==> config.mk <==
export PLATFORM = sky130hd
export DESIGN_NAME = key_switch_mmio
export DESIGN_NICKNAME = d
export VERILOG_FILES = /design/src/rtl/key_switch_mmio_pkg.sv /design/src/rtl/key_switch_mmio_debounce.sv /design/src/rtl/key_switch_mmio.sv
export SDC_FILE = /design/constraint.sdc
export NUM_CORES = 1
export LEC_CHECK = 0
export CORE_UTILIZATION = 45
export DETAILED_ROUTE_END_ITERATION = 10
export PLACE_DENSITY = 0.72
export SKIP_CTS_REPAIR_TIMING = 1
export SLEW_MARGIN = 20
export SYNTH_ARGS = -nofsm -noshare
export SYNTH_HDL_FRONTEND = slang
export SYNTH_HIERARCHICAL = 1
export SYNTH_SLANG_ARGS = --single-unit
==> constraint.sdc <==
create_clock -name clk -period 8 [get_ports clk]
set_input_delay 1.6 -clock clk [delete_from_list [all_inputs] [get_ports clk]]
set_output_delay 1.6 -clock clk [all_outputs]
set_load 0.01 [all_outputs]
==> src/rtl/key_switch_mmio_pkg.sv <==
// kswmmio_pkg: register offsets and key count shared by the key/switch MMIO block.
package kswmmio_pkg;
    localparam int NUM_KEYS = 4;
    localparam logic [31:0] OFS_SW       = 32'h00;
    localparam logic [31:0] OFS_KEY      = 32'h04;
    localparam logic [31:0] OFS_EDGE     = 32'h08;
    localparam logic [31:0] OFS_COUNT    = 32'h0C;
    localparam logic [31:0] OFS_MASK     = 32'h10;
    localparam logic [31:0] WINDOW_BYTES = 32'h14;
endpackage

==> src/rtl/key_switch_mmio_debounce.sv <==
// key_debounce: synchronizes and debounces one active-low key, emits a one-cycle press pulse.
// Ports: clk, reset_n (async active-low), key_n_i (raw key, active-low),
//        stable_o (debounced level, 1 = pressed), press_o (high in the cycle before stable_o rises).
module key_debounce #(
    parameter int DEBOUNCE_CYCLES = 500000
) (
    input  logic clk,
    input  logic reset_n,
    input  logic key_n_i,
    output logic stable_o,
    output logic press_o
);
    localparam int CW = $clog2(DEBOUNCE_CYCLES);
    logic [1:0]    sync_q;
    logic [CW-1:0] cnt_q, cnt_d;
    logic          stable_q, stable_d, key_sync, differ, done;
    assign key_sync = ~sync_q[1];
    assign differ   = key_sync != stable_q;
    // Accept the new level on the edge where the counter already sits at its last value.
    assign done     = differ && cnt_q == CW'(DEBOUNCE_CYCLES - 1);
    always_comb begin
        cnt_d    = (!differ || done) ? '0 : cnt_q + 1'b1;
        stable_d = done ? key_sync : stable_q;
    end
    // Synchronizer resets to the released level so leaving reset never looks like a press.
    always_ff @(posedge clk or negedge reset_n) begin
        if (!reset_n) begin
            sync_q   <= 2'b11;
            cnt_q    <= '0;
            stable_q <= 1'b0;
        end else begin
            sync_q   <= {sync_q[0], key_n_i};
            cnt_q    <= cnt_d;
            stable_q <= stable_d;
        end
    end
    assign stable_o = stable_q;
    assign press_o  = done && key_sync;
endmodule

==> src/rtl/key_switch_mmio.sv <==
// key_switch_mmio: memory-mapped key/switch input peripheral with press latching, counters and irq.
// Ports: clk, reset_n (async active-low), key_n (raw keys, active-low), sw (raw switches),
//        addr/wdata/we (CPU data bus), sel (address in window), rdata (combinational read), irq.
module key_switch_mmio
    import kswmmio_pkg::*;
#(
    parameter logic [31:0] BASE_ADDR       = 32'h0000_1000,
    parameter int          DEBOUNCE_CYCLES = 500000
) (
    input  logic        clk,
    input  logic        reset_n,
    input  logic [3:0]  key_n,
    input  logic [9:0]  sw,
    input  logic [31:0] addr,
    input  logic [31:0] wdata,
    input  logic        we,
    output logic        sel,
    output logic [31:0] rdata,
    output logic        irq
);
    logic [9:0]                sw_s1_q, sw_sync_q;
    logic [NUM_KEYS-1:0]       key_stable, press, edge_q, edge_d, mask_q, mask_d;
    logic [NUM_KEYS-1:0][7:0]  cnt_q, cnt_d;
    logic                      irq_q, wr;
    logic [31:0]               addr_w, off;
    logic                      unused;
    assign unused = ^{wdata[31:NUM_KEYS], addr[1:0]};
    assign addr_w = {addr[31:2], 2'b00};
    assign off    = addr_w - BASE_ADDR;
    assign sel    = addr_w >= BASE_ADDR && off < WINDOW_BYTES;
    assign wr     = sel && we;
    for (genvar i = 0; i < NUM_KEYS; i++) begin : g_key
        key_debounce #(.DEBOUNCE_CYCLES(DEBOUNCE_CYCLES)) u_db (
            .clk      (clk),
            .reset_n  (reset_n),
            .key_n_i  (key_n[i]),
            .stable_o (key_stable[i]),
            .press_o  (press[i])
        );
    end
    // A press in the same cycle as a clearing store wins: set is ORed after the clear.
    always_comb begin
        edge_d = (edge_q & ~((wr && off == OFS_EDGE) ? wdata[NUM_KEYS-1:0] : '0)) | press;
        mask_d = (wr && off == OFS_MASK) ? wdata[NUM_KEYS-1:0] : mask_q;
        for (int i = 0; i < NUM_KEYS; i++)
            cnt_d[i] = ((wr && off == OFS_COUNT) ? 8'd0 : cnt_q[i]) + {7'd0, press[i]};
    end
    always_ff @(posedge clk or negedge reset_n) begin
        if (!reset_n) begin
            sw_s1_q   <= '0;
            sw_sync_q <= '0;
            edge_q    <= '0;
            mask_q    <= '0;
            cnt_q     <= '0;
            irq_q     <= 1'b0;
        end else begin
            sw_s1_q   <= sw;
            sw_sync_q <= sw_s1_q;
            edge_q    <= edge_d;
            mask_q    <= mask_d;
            cnt_q     <= cnt_d;
            irq_q     <= |(edge_q & mask_q);
        end
    end
    assign irq   = irq_q;
    assign rdata = !sel                ? 32'h0 :
                   off == OFS_SW       ? 32'(sw_sync_q) :
                   off == OFS_KEY      ? 32'(key_stable) :
                   off == OFS_EDGE     ? 32'(edge_q) :
                   off == OFS_COUNT    ? cnt_q :
                   off == OFS_MASK     ? 32'(mask_q) : 32'h0;
endmodule

Word-level counts from Yosys, hierarchy flattened
Index checks and enable logic that the tools add are counted.
{"block": "classes", "add_sub_neg": 9, "n_lt_le_gt_ge": 2, "n_eq_ne": 12, "mux": 15, "bitwise_logic": 8, "reduce_logical": 23}
{"operator": "$mux 32", "n": 5}
{"operator": "$add 19x1->19 const B", "n": 4}
{"operator": "$eq 19x19->1 const B", "n": 4}
{"operator": "$mux 19", "n": 4}
{"operator": "$eq 32x4->1 const B", "n": 2}
{"operator": "$add 8x1->8", "n": 4}
{"operator": "$eq 32x3->1 const B", "n": 1}
{"operator": "$eq 32x5->1 const B", "n": 1}
{"operator": "$ge 32x13->1 const B", "n": 1}
{"operator": "$logic_not 32->1", "n": 1}
{"operator": "$lt 32x5->1 const B", "n": 1}
{"operator": "$mux 8", "n": 4}
{"operator": "$sub 32x13->32 const B", "n": 1}
{"operator": "$logic_and 1x1->1", "n": 13}
{"operator": "$and 4x4->4", "n": 2}
{"operator": "$mux 4", "n": 2}
{"operator": "$logic_not 1->1", "n": 4}
{"operator": "$logic_or 1x1->1", "n": 4}
{"operator": "$ne 1x1->1", "n": 4}
{"operator": "$not 1->1", "n": 4}
{"operator": "$not 4->4", "n": 1}
{"operator": "$or 4x4->4", "n": 1}
{"operator": "$reduce_or 4->1", "n": 1}
{"block": "word_totals", "reg_bits": 149, "inputBits": 81, "output_inout_bits": 34}

Depth between registers and ports, before layout
Gate-level depths: netlist of the first run.
{"block": "depth", "ltp_word": 9, "ltp_mapped": 13, "depth_no_buf": 11}

Modules after synthesis
Netlist of the first run, hierarchy kept.
{"module": "key_debounce", "n_inst": 4, "cells_each": 107, "area_each_um2": 1093.5}
{"module": "key_switch_mmio", "n_inst": 1, "cells_each": 287, "area_each_um2": 3052.9}

Worst setup path after synthesis of the first run
Ideal clock, no wire load.
{"block": "synth_timing", "kind": "input to output", "startpoint": "input addr[13]", "endpoint": "output rdata[11]", "t_arrival_ns": 3.283, "t_required_ns": 6.400, "setup_slack_ns": 3.117, "cell_stages": 6, "n_path_buf": 1, "cell_sequence": "or4_4 -> or4_4 -> and4_2 -> and3_1 -> clkbuf_2 -> and2_1"}
{"block": "synth_between", "elab_chain_cells": 7, "elab_cells_between_ends": 13, "cone_classes": "1 x add/sub; 2 x order compare; 3 x eq/ne; 5 x mux; 2 x reduce/logical"}
{"item": "start: declaration", "line": "key_switch_mmio.sv:14", "source": "input logic [31:0] addr,"}
{"item": "branches (longest 6 deep; another with $sub 32x13->32)"}
{"item": "$mux 32 (*)", "line": "key_switch_mmio.sv:66", "source": "assign rdata = !sel ? 32'h0 :"}
{"item": "end: declaration", "line": "key_switch_mmio.sv:18", "source": "output logic [31:0] rdata,"}
Mark *: on every way between the ends.

Final worst setup path of the first run
{"block": "layout_timing", "startpoint": "input addr[13]", "endpoint": "output rdata[27]"}
The elaborated chain is that of the path after synthesis.

==> results of run 1 <==
## routing by layer
metal | GRT usage, % | up-vias | part of all wire (%) | wire length [µm]
met3 | 5.33 | 19 | 6.3 | 1020
li1 | - | 2754 | - | -
met1 | 25.3 | 2839 | 44 | 7160
met4 | 6.90 | 0 | 1.3 | 219
met2 | 33.9 | 156 | 48 | 7870
met5 | 0 | - | 0 | 0
## area by class of cell
class	instances	share of cell area, %
flip-flops and latches	149	41.3
multi-input cells	534	38.8
repair buffers	86	9.51
clock buffers	20	4.93
well taps	216	2.99
clock inverters	12	1.98
inverters	13	0.539
## worst min-delay path by stage
stage               startpoint            to  slack (ns)  cells past startpoint
floorplan           sw_s1_q[0]  sw_sync_q[0]        0.33                      0
global placement    sw_s1_q[9]  sw_sync_q[9]        0.33                      0
detailed placement  sw_s1_q[4]  sw_sync_q[4]        0.34                      0
CTS                 sw_s1_q[4]  sw_sync_q[4]        0.35                      0
global route        sw_s1_q[8]  sw_sync_q[8]        0.36                      0
finish              sw_s1_q[4]  sw_sync_q[4]        0.35                      0
## registers in the layout (all words and copies together), names as in the netlist
register / flops
sw_s1_q: 10
sw_sync_q: 10
edge_q: 4
g_key.u_db/cnt_q: 76
irq: 1
g_key.u_db/stable_o: 4
cnt_q: 32
g_key.u_db/sync_q: 8
mask_q: 4
## placed cells by master (no fill, tap or decap), types with 17 or more instances in the layout
cell type / n
nor2_1: 94
a21oi_1: 21
and2_1: 29
nand4_1: 28
nand3_1: 37
xnor2_1: 31
and3_1: 22
nand2_1: 36
clkbuf_16: 17
o21ai_0: 22
nor4_1: 19
xor2_1: 41
dfrtp_1: 141
clkdlybuf4s50_1: 83
## power breakdown
| part | switching, mW | internal (mW) |
|---|---|---|
| Clock | 0.315 | 0.530 |
| Sequential | 0.00921 | 0.768 |
| Combinational | 0.0399 | 0.0329 |
| Total | 0.364 | 1.33 |
## cell families (layout without fill, tap and decap cells)
family          Yosys count  in the layout
compound gates           86             86
xor+xnor                 72             72
fa+ha+maj                13             13
buf+inv                  32            131
flops                   149            149
mux                      16             16
simple gates            347            347
## per-stage QoR
stage / setup WS, ns / cell area (µm²) / power, mW
4_1_cts: 1.79 / 9050 / 1.71
3_3_place_gp: 1.86 / 8420 / 0.861
6_report: 1.82 / 9050 / 1.69
5_1_grt: 1.56 / 9050 / 1.75
2_1_floorplan: 3.12 / 7430 / 0.814
3_5_place_dp: 1.81 / 8420 / 0.864
==> impl_metrics.ini, run 1 <==
[outcome]
status = finished clean

[setup_path]
start_kind = input pin
r2r_cells = 9
worstSetupEndpoint = rdata[27]
cp_slowest_cell = or4_4
cp_slowest_stage_delay_ns = 0.57
crit_arrival_ns = 4.58
crit_required_ns = 6.40
worstSetupStartpoint = addr[13]
r2r_setup_slack_ns = 5.36
critical-path-top-delay-family = simple AND/OR/NAND/NOR gates
crit_path_end_kind = primary output
cp_common_cell = clkdlybuf4s50_1
reg2reg_from = g_key[2].u_db/cnt_q[0]
path_buf_inv = 2
critPathKind = input pin to primary output
r2r-end = cnt_q[23]
path_cells = clkdlybuf4s50_1 > or4_4 > o31ai_1 > and4_2 > and3_1 > and2_1 > clkdlybuf4s50_1
cp_max_fo = 22
path_depth = 7

[detailed_routing]
drt-total-wl_mm = 16.3
vias_per_cell = 5.60
num_vias = 5768
drc = 0
avgRoutedWirePerCell_um = 15.8
firstDrtPassIters = 6
drt-initial-drc-count = 420
ant_nets = 0

[floorplanning]
die_y_um = 130
dieArea_um2 = 17000
fp.dieW_um = 130
start_util_pct = 46.4
coreArea_um2 = 16000
rows = 46
io_pins = 115

[sta]
whs_ns = 0.346
post-route-period-util_pct = 77.3
worst_clock_skew_ns = 0.0145
hold_viol = 0
tns_ns = 0
maxSlewViolCount = 0
post-route-min-period_ns = 6.18
rsz0062_at_grt = no
relSlewSlack_pct = 48.6
worst_slew_pin_slew_ns = 0.770
fmax_mhz = 162
setup_viol = 0

[synth]
synth_top_area_share_pct = 47.5
synth_compound_area_share_pct = 7.35
synthCells = 715
synth_most_common_cell = dfrtp_1
synth_area_leaders = dfrtp_1 (48%), xor2_1 (4.8%), nor2_1 (4.8%)
ys_top_cells_by_count = dfrtp_1 (141), nor2_1 (94), xor2_1 (41)
synth_top_family_by_area = simple AND/OR/NAND/NOR gates
ys_seq_area_share_pct = 50.3
synth_fp_nets = 809
synth_seq_cells = 149
synth.cell_area_um2 = 7430
synth_mux_area_share_pct = 2.43
synth_simple_gate_area_share_pct = 26.8
synthAdderAreaFrac_pct = 2.19
avgSynthCellArea_um2 = 10.4
ys_types = 52
async_flop_share_pct = 100
synth_warnings = 6
synthXorXnorAreaFrac_pct = 8.49
yosysTopAreaCell = dfrtp_1
synth_ff_type = dfrtp_1
synth_edf_count = 0

[global_route]
grt_max_degree = 87
grt_first_pass_wirelength_mm = 26.6
grt_pass1_vias = 5583
antenna_found_initial = 0
grt-ovfl-total = 0
grt_usage_pct = 20.2

[cells_and_area]
nets = 895
finalNonFillerCells = 1030
post-route-util_pct = 56.6
fillers = 1352
multi_input_area_um2 = 3510
regArea_um2 = 3740
drive_gt1_share_pct = 9.95
diodes = 0
syn2layout_area_growth_pct = 21.9

[placed_design]
gp_congestion = 0.847
portBuffers = 84
dp_hpwl_mm = 11.5
post-place-cells = 998

[worst_hold_path]
hold_path_class = flip-flop to flip-flop

[clocking]
clockBufferDepth = 2
cts_tree = yes
cts.sinks = 149
numCtsBuffers = 17
cts_root_buf = clkbuf_16
cts_max_level = 4
cts.clk_slew.worst_paths_ns = 0.06
clock_latency_ns = 0.43

[pwr]
ir_worst_vdd_mv = 0.177
powerDensity_nw_per_um2 = 187
p_leak_nw = 3.83

[flow_run]
maxCapViolations = 0
(Power assumes the default switching activity.)
==> run 2, diff against run 1 <==
Settings changed: PLACE_DENSITY 0.72 to 0.74.
Clock period 8 ns to 5.37 ns, I/O delays scaled along.
==> impl_metrics.ini, run 2 (synthesis gave the netlist of run 1 again) <==
[cells_and_area]
regArea_um2 = 3740
finalNonFillerCells = 1034
nets = 899
syn2layout_area_growth_pct = 21.5
fillers = 1390
drive_gt1_share_pct = 10.6
diodes = 0
largest_reg_flops = 76
top_register = g_key.u_db/cnt_q
reg_top3 = g_key.u_db/cnt_q: 76 flops, cnt_q: 32 flops
final_cell_mix = dfrtp_1 (141), nor2_1 (94), clkdlybuf4s50_1 (83)
multi_input_area_um2 = 3510
layout_commonest_cell = dfrtp_1

[detailed_routing]
drc = 0
ant_nets = 0
drt-initial-drc-count = 404
vias_per_cell = 5.43
num_vias = 5616
firstDrtPassIters = 4
drt-total-wl_mm = 15.6
avgRoutedWirePerCell_um = 15.1

[outcome]
status = finished clean

[floorplanning]
start_util_pct = 46.4
fp.dieW_um = 130
dieArea_um2 = 17000
rows = 46
io_pins = 115
die_y_um = 130
coreArea_um2 = 16000

[setup_path]
crit_arrival_ns = 3.94
crit_path_end_kind = primary output
r2r_setup_slack_ns = 2.70
r2r-end = cnt_q[4]
reg2reg_from = g_key[0].u_db/cnt_q[0]
start_kind = input pin
crit_required_ns = 4.30
critPathKind = input pin to primary output
r2r_cells = 10
cp_max_fo = 14

[clocking]
clock_latency_ns = 0.43
clockBufferDepth = 2
cts.clk_slew.worst_paths_ns = 0.06
numCtsBuffers = 17
cts_max_level = 4
cts.sinks = 149
cts_tree = yes
cts_root_buf = clkbuf_16

[sta]
setup_viol = 0
rsz0062_at_grt = no
fmax_mhz = 199
relSlewSlack_pct = 39.4
post-route-min-period_ns = 5.01
tns_ns = 0
post-route-period-util_pct = 93.4
hold_viol = 0
maxSlewViolCount = 0
worst_clock_skew_ns = 0.00858
worst_slew_pin_slew_ns = 0.909

[worst_hold_path]
min_path_cells = 0
whs_endpoint = sw_sync_q[3]
hold_path_class = flip-flop to flip-flop
hp-start = sw_s1_q[3]

[pwr]
powerDensity_nw_per_um2 = 267
finalPower_mw = 2.41
p_leak_nw = 3.82
ir_worst_vdd_mv = 0.228

[global_route]
grt_usage_pct = 19.6
grt-ovfl-total = 0
grt_pass1_vias = 5319
grt_max_degree = 104
antenna_found_initial = 0
grt_first_pass_wirelength_mm = 25.8

[placed_design]
gp_congestion = 0.828
portBuffers = 84
dp_hpwl_mm = 11.1
post-place-cells = 1002

[flow_run]
maxCapViolations = 0
[run 2: cell count changes in the layout (fill, tap and decap cells not counted)]
cell	previous run	this run
buf_4	1	6
buf_6	2	1
bufinv_16	4	1
clkbuf_1	2	0
clkbuf_8	1	0
clkinv_4	2	1
clkinvlp_4	3	6
inv_8	0	4
[run 2: how the worst max path moves through the flow]
stage | startpoint | end | slack (ns) | cells past startpoint
2_1_floorplan | addr[13] | rdata[11] | 1.54 | 6
3_3_place_gp | addr[13] | rdata[10] | 0.39 | 8
3_5_place_dp | addr[13] | rdata[14] | 0.36 | 8
4_1_cts | addr[13] | rdata[14] | 0.35 | 8
5_1_grt | addr[13] | rdata[14] | 0.21 | 8
6_report | addr[13] | rdata[14] | 0.36 | 8
[run 2: layout make-up]
cell class / count / area share, %
Tap cell: 216 / 2.99
Clock buffer: 17 / 4.71
Inverter: 13 / 0.541
Timing Repair Buffer: 90 / 9.83
Clock inverter: 15 / 1.64
Sequential cell: 149 / 41.4
Multi-Input combinational cell: 534 / 38.9
[run 2: routing by layer]
layer | vias up | GRT usage, % | part of all wire (%)
met5 | - | 0 | 0
met4 | 0 | 6.69 | 1.1
met3 | 14 | 4.93 | 5.3
met2 | 120 | 31.0 | 46
met1 | 2721 | 26.3 | 47
li1 | 2761 | - | -
[run 2: power breakdown]
| part | switching (mW) | leakage, nW | internal, mW |
|---|---|---|---|
| clock | 0.496 | 0.265 | 0.648 |
| sequential | 0.0134 | 2.00 | 1.14 |
| combinational | 0.0596 | 1.56 | 0.0497 |
| total | 0.569 | 3.82 | 1.84 |
[run 2: critical path, cell delays in order]
cell             delay, ns
clkdlybuf4s50_1       0.51
or4_4                 0.58
or4_4                 0.45
and4_2                0.26
and3_1                0.22
buf_4                 0.20
and2_1                0.16
clkdlybuf4s50_1       0.48
[run 2: stage by stage]
step / setup slack (ns) / utilization (%) / hold WS, ns / cell area [µm²]
after floorplan: 1.54 / - / 0.331 / 7430
after global placement: 0.389 / 52.8 / 0.333 / 8450
after detailed placement: 0.359 / 52.8 / 0.335 / 8450
after CTS: 0.348 / 56.4 / 0.349 / 9030
after global routing: 0.214 / 56.4 / 0.355 / 9030
final: 0.356 / 56.4 / 0.349 / 9030
